`config.mk`:
```
export PLATFORM = sky130hd
export DESIGN_NAME = mfp_ahb_sevensegscan
export DESIGN_NICKNAME = d
export VERILOG_FILES = /design/src/rtl/mfp_sevenseg_pkg.sv /design/src/rtl/mfp_sevenseg_slot_timer.sv /design/src/rtl/mfp_ahb_sevensegscan.sv
export SDC_FILE = /design/constraint.sdc
export NUM_CORES = 1
export LEC_CHECK = 0
export CAP_MARGIN = 0
export CORE_ASPECT_RATIO = 1.4
export CORE_MARGIN = 4
export CORE_UTILIZATION = 45
export CTS_CLUSTER_SIZE = 25
export DETAILED_ROUTE_END_ITERATION = 12
export PLACE_DENSITY = 0.75
export SYNTH_ARGS = -nofsm -noshare
export SYNTH_HDL_FRONTEND = slang
export SYNTH_SLANG_ARGS = --single-unit
```
`constraint.sdc`:
```
create_clock -name clk -period 6.8 [get_ports clk]
set_input_delay 1.02 -clock clk [delete_from_list [all_inputs] [get_ports clk]]
set_output_delay 1.02 -clock clk [all_outputs]
set_load 0.05 [all_outputs]
```
`src/rtl/mfp_sevenseg_pkg.sv`:
```
// Shared types and constants for the seven-segment scan path.
package mfp_sevenseg_pkg;

    typedef enum logic {
        BLANK = 1'b0,
        DRIVE = 1'b1
    } scan_state_t;

    localparam int DIGIT_W          = 6;
    localparam int DP_BIT           = 5;
    localparam int MAX_DIGITS       = 8;
    localparam int DEF_DIGIT_CYCLES = 50000;
    localparam int DEF_BLANK_CYCLES = 500;

endpackage

```
`src/rtl/mfp_sevenseg_slot_timer.sv`:
```
// Loadable down-counter; tc is high while the count sits at zero.
module mfp_sevenseg_slot_timer
    import mfp_sevenseg_pkg::*;
#(
    parameter int CNT_W = 16
) (
    input  logic             clk,
    input  logic             reset,
    input  logic             load,
    input  logic [CNT_W-1:0] load_val,
    output logic             tc
);

    logic [CNT_W-1:0] count_r;

    // Count down from the loaded value and park at zero.
    always_ff @(posedge clk or posedge reset) begin
        if (reset) begin
            count_r <= {CNT_W{1'b0}};
        end else if (load) begin
            count_r <= load_val;
        end else if (count_r != {CNT_W{1'b0}}) begin
            count_r <= count_r - {{(CNT_W-1){1'b0}}, 1'b1};
        end else begin
            count_r <= count_r;
        end
    end

    assign tc = (count_r == {CNT_W{1'b0}});

endmodule

```
`src/rtl/mfp_ahb_sevensegscan.sv`:
```
// Seven-segment digit scanner: blank/drive time multiplexing with
// frame-boundary commit of staged display contents.
module mfp_ahb_sevensegscan
    import mfp_sevenseg_pkg::*;
#(
    parameter int NUM_DIGITS   = 8,
    parameter int DIGIT_CYCLES = DEF_DIGIT_CYCLES,
    parameter int BLANK_CYCLES = DEF_BLANK_CYCLES
) (
    input  logic                          clk,
    input  logic                          reset,
    input  logic [DIGIT_W*NUM_DIGITS-1:0] digits_in,
    input  logic [NUM_DIGITS-1:0]         digit_en_in,
    input  logic                          load,
    output logic                          load_ack,
    output logic                          frame_done,
    output logic [NUM_DIGITS-1:0]         anode_n,
    output logic [DIGIT_W-1:0]            data_out
);

    localparam int IDX_W     = (NUM_DIGITS > 1) ? $clog2(NUM_DIGITS) : 1;
    localparam int MAX_CYC   = (DIGIT_CYCLES > BLANK_CYCLES) ? DIGIT_CYCLES : BLANK_CYCLES;
    localparam int CNT_W     = $clog2(MAX_CYC + 1);
    localparam int VEC_W     = DIGIT_W * NUM_DIGITS;
    localparam logic [CNT_W-1:0] DRIVE_LOAD = CNT_W'(DIGIT_CYCLES - 1);
    localparam logic [CNT_W-1:0] BLANK_LOAD = CNT_W'(BLANK_CYCLES - 1);
    localparam logic [IDX_W-1:0] LAST_IDX   = IDX_W'(NUM_DIGITS - 1);
    localparam logic [IDX_W-1:0] IDX_ZERO   = {IDX_W{1'b0}};
    localparam logic [IDX_W-1:0] IDX_ONE    = IDX_W'(1);

    scan_state_t            state_r;
    logic [IDX_W-1:0]       idx_r;
    logic                   run_r;
    logic                   pending_r;
    logic [VEC_W-1:0]       stage_digits_r;
    logic [NUM_DIGITS-1:0]  stage_en_r;
    logic [VEC_W-1:0]       shadow_digits_r;
    logic [NUM_DIGITS-1:0]  shadow_en_r;
    logic                   slot_tc_s;
    logic                   timer_load_s;
    logic [CNT_W-1:0]       timer_val_s;
    logic                   wrap_s;

    function automatic logic [DIGIT_W-1:0] digit_at(input logic [VEC_W-1:0] vec,
                                                    input logic [IDX_W-1:0] i);
        return vec[DIGIT_W*int'(i) +: DIGIT_W];
    endfunction

    function automatic logic [NUM_DIGITS-1:0] anode_pattern(input logic [IDX_W-1:0] i,
                                                            input logic [NUM_DIGITS-1:0] en);
        logic [NUM_DIGITS-1:0] onehot;
        onehot = {{(NUM_DIGITS-1){1'b0}}, 1'b1} << i;
        return ~(onehot & en);
    endfunction

    mfp_sevenseg_slot_timer #(
        .CNT_W (CNT_W)
    ) u_slot_timer (
        .clk      (clk),
        .reset    (reset),
        .load     (timer_load_s),
        .load_val (timer_val_s),
        .tc       (slot_tc_s)
    );

    // Reload the slot timer on every state change; the first edge out of reset starts a frame.
    always_comb begin
        timer_load_s = 1'b0;
        timer_val_s  = BLANK_LOAD;
        wrap_s       = 1'b0;
        if (!run_r) begin
            timer_load_s = 1'b1;
            timer_val_s  = BLANK_LOAD;
            wrap_s       = 1'b1;
        end else if (slot_tc_s) begin
            timer_load_s = 1'b1;
            timer_val_s  = (state_r == BLANK) ? DRIVE_LOAD : BLANK_LOAD;
            wrap_s       = (state_r == DRIVE) && (idx_r == LAST_IDX);
        end else begin
            timer_load_s = 1'b0;
            timer_val_s  = BLANK_LOAD;
            wrap_s       = 1'b0;
        end
    end

    // Scan FSM, staging/shadow registers and load handshake.
    always_ff @(posedge clk or posedge reset) begin
        if (reset) begin
            state_r         <= BLANK;
            idx_r           <= IDX_ZERO;
            run_r           <= 1'b0;
            pending_r       <= 1'b0;
            stage_digits_r  <= {VEC_W{1'b0}};
            stage_en_r      <= {NUM_DIGITS{1'b0}};
            shadow_digits_r <= {VEC_W{1'b0}};
            shadow_en_r     <= {NUM_DIGITS{1'b0}};
            anode_n         <= {NUM_DIGITS{1'b1}};
            data_out        <= {DIGIT_W{1'b0}};
            load_ack        <= 1'b0;
            frame_done      <= 1'b0;
        end else begin
            frame_done <= 1'b0;
            load_ack   <= 1'b0;
            if (load) begin
                stage_digits_r <= digits_in;
                stage_en_r     <= digit_en_in;
            end else begin
                stage_digits_r <= stage_digits_r;
                stage_en_r     <= stage_en_r;
            end

            if (wrap_s) begin
                run_r      <= 1'b1;
                state_r    <= BLANK;
                idx_r      <= IDX_ZERO;
                anode_n    <= {NUM_DIGITS{1'b1}};
                frame_done <= 1'b1;
                // A load on this same edge lands in staging and waits for the next wrap.
                if (pending_r) begin
                    shadow_digits_r <= stage_digits_r;
                    shadow_en_r     <= stage_en_r;
                    data_out        <= digit_at(stage_digits_r, IDX_ZERO);
                    load_ack        <= 1'b1;
                    pending_r       <= load;
                end else begin
                    data_out  <= digit_at(shadow_digits_r, IDX_ZERO);
                    pending_r <= load;
                end
            end else begin
                pending_r <= pending_r | load;
                if (slot_tc_s) begin
                    case (state_r)
                        BLANK: begin
                            state_r <= DRIVE;
                            anode_n <= anode_pattern(idx_r, shadow_en_r);
                        end
                        DRIVE: begin
                            state_r  <= BLANK;
                            idx_r    <= idx_r + IDX_ONE;
                            anode_n  <= {NUM_DIGITS{1'b1}};
                            data_out <= digit_at(shadow_digits_r, idx_r + IDX_ONE);
                        end
                        default: begin
                            state_r <= BLANK;
                            anode_n <= {NUM_DIGITS{1'b1}};
                        end
                    endcase
                end else begin
                    state_r <= state_r;
                end
            end
        end
    end

endmodule

```
==> impl_results.md <==
- I/O Buffers: 74
- Resize count post-CTS: 0
- CTS tree: yes
- Placed Area: approximately 7600 µm²
- YS warnings: 0
- DR iter-0 viols: around 410
- Setup violators final: 0
- CP endpoint kind: flip-flop
- Die W: about 110 µm
- Full die area: 17,100 µm²
- Worst slew margin: around a quarter
- H-tree levels: 4
- Grt ovf: 0
- Peak Freq: approximately 350 MHz
- Placeable Area: around 15,000 µm²
- Reg-to-Reg End: data_out[0]$_DFFE_PP0P_
- FF+latch count, synth: 150
- Most common cell in the netlist: dfrtp_1
- EDFF count, synth: 0
- Leak: 3.52 nW
- Diode count: 0
- Sequential-to-total area share from yosys stat: a little under three fifths
- Post-Syn Instances: 647
- Status: completed
- CP max FO: 17
- WL/cell: between 15 and 20 µm
- Max Slew Vio Count: 0
- Total track usage: 18.7%
- Vias/cell: 5.60
- Cell taking the most area after synthesis: dfrtp_1
- DR pass1 iterations: 5
- Via Count: 5,038
- Initial antenna violation count: 0
- Finished Cell Area: 8210 µm²
- Ys flop type: dfrtp_1
- Setup TNS: 0 ns
- Setup Skew: approximately 0.0091 ns
- Post-synthesis cell area: 6780 µm²
- Final period utilization: between 40 and 50%
- Hold Path Class: reg2reg
- Worst R2R Path Depth: 5
- Vias in the first global route: ~5,200
- Unrepaired setup endpoints after global routing: false
- Setup crit start kind: flip-flop
- Worst hold path cell count: 2
- Nets: 763
- Clock sink count: 150
- Layout Area Growth over Synthesis: 21.2%
- Synth top area cells: dfrtp_1, nand2_1, o32ai_1
- Residual DRC: 0
- Drt total wl: 15.5 mm
- CTS buffer count: 17
- Total power: about 2.3 mW
- Skew-Pair Late Insertion Delay: 0.41 ns
- R2R Path Start: idx_r[0]$_DFFE_PP0P_
- Net Count, Synth: a little over 700
- Layout cells sized above 1: about 11%
- CTS Hold Buffers Added: 0
- First-pass GRT wire length: roughly 26 mm
- Worst EP arrival: 3.15 ns
- Starting Density: 46.3%
- Number of max-cap violations: 0
- Syn avg cell area: roughly 10 µm²
- Buffer count from post-CTS setup fixing: 0
- Root Driver: clkbuf_16
- Hold Fails Final Rpt: 0
- Cell Pwr Density: ~280 nW/µm²
- R2R setup slack: 3.93 ns
- Slew @ Worst Pin: ~1.1 ns
- Clk slew on worst S/H paths: about 0.06 ns
- Dpl hpwl: roughly 10 mm
- Die H: between 150 and 200 µm
- Yosys cell types: 48
- Critical path type: reg2reg
- Synth cell count leaders: dfrtp_1, nand2_1, inv_1, o21ai_0, o32ai_1
- Row cnt: between 50 and 60
- Post-layout minimum cycle time: about 2.9 ns
- I/O pin count: 75
- Peak supply drop: between 100 and 150 µV
- Fillers: approximately 1,200
- HP Start: anode_n[7]$_DFFE_PP1P_
- Worst Hold End: anode_n[7]$_DFFE_PP1P_
- Routed Antenna Nets: 0
- Post-synth top area share: a little over half
- Largest net degree at the start of global routing: 114
- Maximum buffer depth of the clock tree: 2
- Required time of the critical path: ~7.1 ns
- Async S/R FF share, synth: 100%
- Final RePlAce weighted congestion: between 0.8 and 0.9
critical path, cell delays in order (launching register included):
cell and delay [ns]:
dfrtp_1 0.78, inv_1 0.19, ha_1 0.81, mux4_2 0.61
o22ai_1 0.24, o31ai_1 0.10
cells by family after synthesis:
group,after synthesis,share of synthesized area (%)
xor gates and xnor gates,9,1.16
DFF,150,55.5
and+or+nand+nor,186,12.7
AOI/OAI and AO/OA,156,16.9
adders and majority gates,7,1.29
buffers and inverters,116,6.74
muxes,22,5.52
other,1,0.0553
flip-flops by register name, summed over array words and instances (netlist names):
register              cells
shadow_digits_r          48
state_r                   1
anode_n                   8
run_r                     1
data_out                  6
pending_r                 1
shadow_en_r               8
frame_done                1
u_slot_timer.count_r     16
stage_digits_r           48
idx_r                     3
stage_en_r                8
load_ack                  1
metal layers:
layer | GRT usage, % | wire, µm | up-vias | part of all wire, %
met5 | 0 | 0 | - | 0
met2 | 32.3 | 8170 | 152 | 53
met4 | 6.96 | 386 | 0 | 2.5
met1 | 23.3 | 6400 | 2509 | 41
li1 | - | - | 2350 | -
met3 | 3.52 | 593 | 27 | 3.8
worst max path at each step:
stage	from	endpoint	slack [ns]
CTS	idx_r[0]$_DFFE_PP0P_	data_out[0]$_DFFE_PP0P_	3.91
finish	idx_r[0]$_DFFE_PP0P_	data_out[0]$_DFFE_PP0P_	3.93
floorplan	reset	data_out[0]$_DFFE_PP0P_	1.76
global route	u_slot_timer.count_r[0]$_DFFE_PP0P_	shadow_digits_r[21]$_DFFE_PP0P_	3.66
global placement	reset	stage_digits_r[40]$_DFFE_PP0P_	3.85
detailed placement	reset	stage_digits_r[36]$_DFFE_PP0P_	3.78
final cells by class:
class,instances,area (µm²),area share (%)
inverter,68,260,3.17
multi-input combinational,381,2560,31.2
timing repair buffer,79,773,9.41
sequential,150,3760,45.8
clock buffer,20,437,5.32
clock inverter,12,179,2.18
tap,189,236,2.88
layout by cell type (no fill, tap or decap), types with 2 or more instances in the layout:
cell	synthesis	routed
clkinv_2	0	2
a211oi_1	6	6
mux4_2	12	12
xor2_1	5	5
mux2i_1	7	7
a31oi_1	4	4
clkbuf_16	0	17
inv_6	0	2
dfrtp_1	142	142
nand2_1	121	121
clkinv_4	0	2
nand2b_1	7	6
nor4_1	6	5
o22ai_1	6	6
xnor2_1	4	4
o21ai_0	61	61
buf_4	2	5
clkinvlp_4	0	3
nand3_1	8	8
nand4_1	3	3
ha_1	7	7
clkbuf_1	39	3
nor2_1	15	15
dfstp_2	8	8
inv_1	68	66
or4_1	2	2
o31ai_1	8	8
nand4b_1	2	2
clkdlybuf4s50_1	0	73
o211ai_1	6	6
a21oi_1	2	2
mux2_2	3	3
o32ai_1	46	46
bufinv_16	0	4
nor2b_1	13	13
o32ai_2	10	10
or3_1	2	2
power breakdown:
part	leakage, nW	switching, mW	internal (mW)
sequential	1.84	0.0547	0.981
clock	0.291	0.355	0.615
combinational	1.39	0.150	0.112
total	3.52	0.560	1.71
metrics by stage:
step                      setup WS, ns  std cells  hold WS [ns]  util, %
final                             3.93        899         0.493     56.1
after floorplan                   1.76        647         0.489        -
after CTS                         3.91        899         0.494     56.1
after global routing              3.66        899         0.511     56.1
after global placement            3.85        867         0.487     51.9
after detailed placement          3.78        867         0.486     51.9
Power figures use the tool's default switching activity.
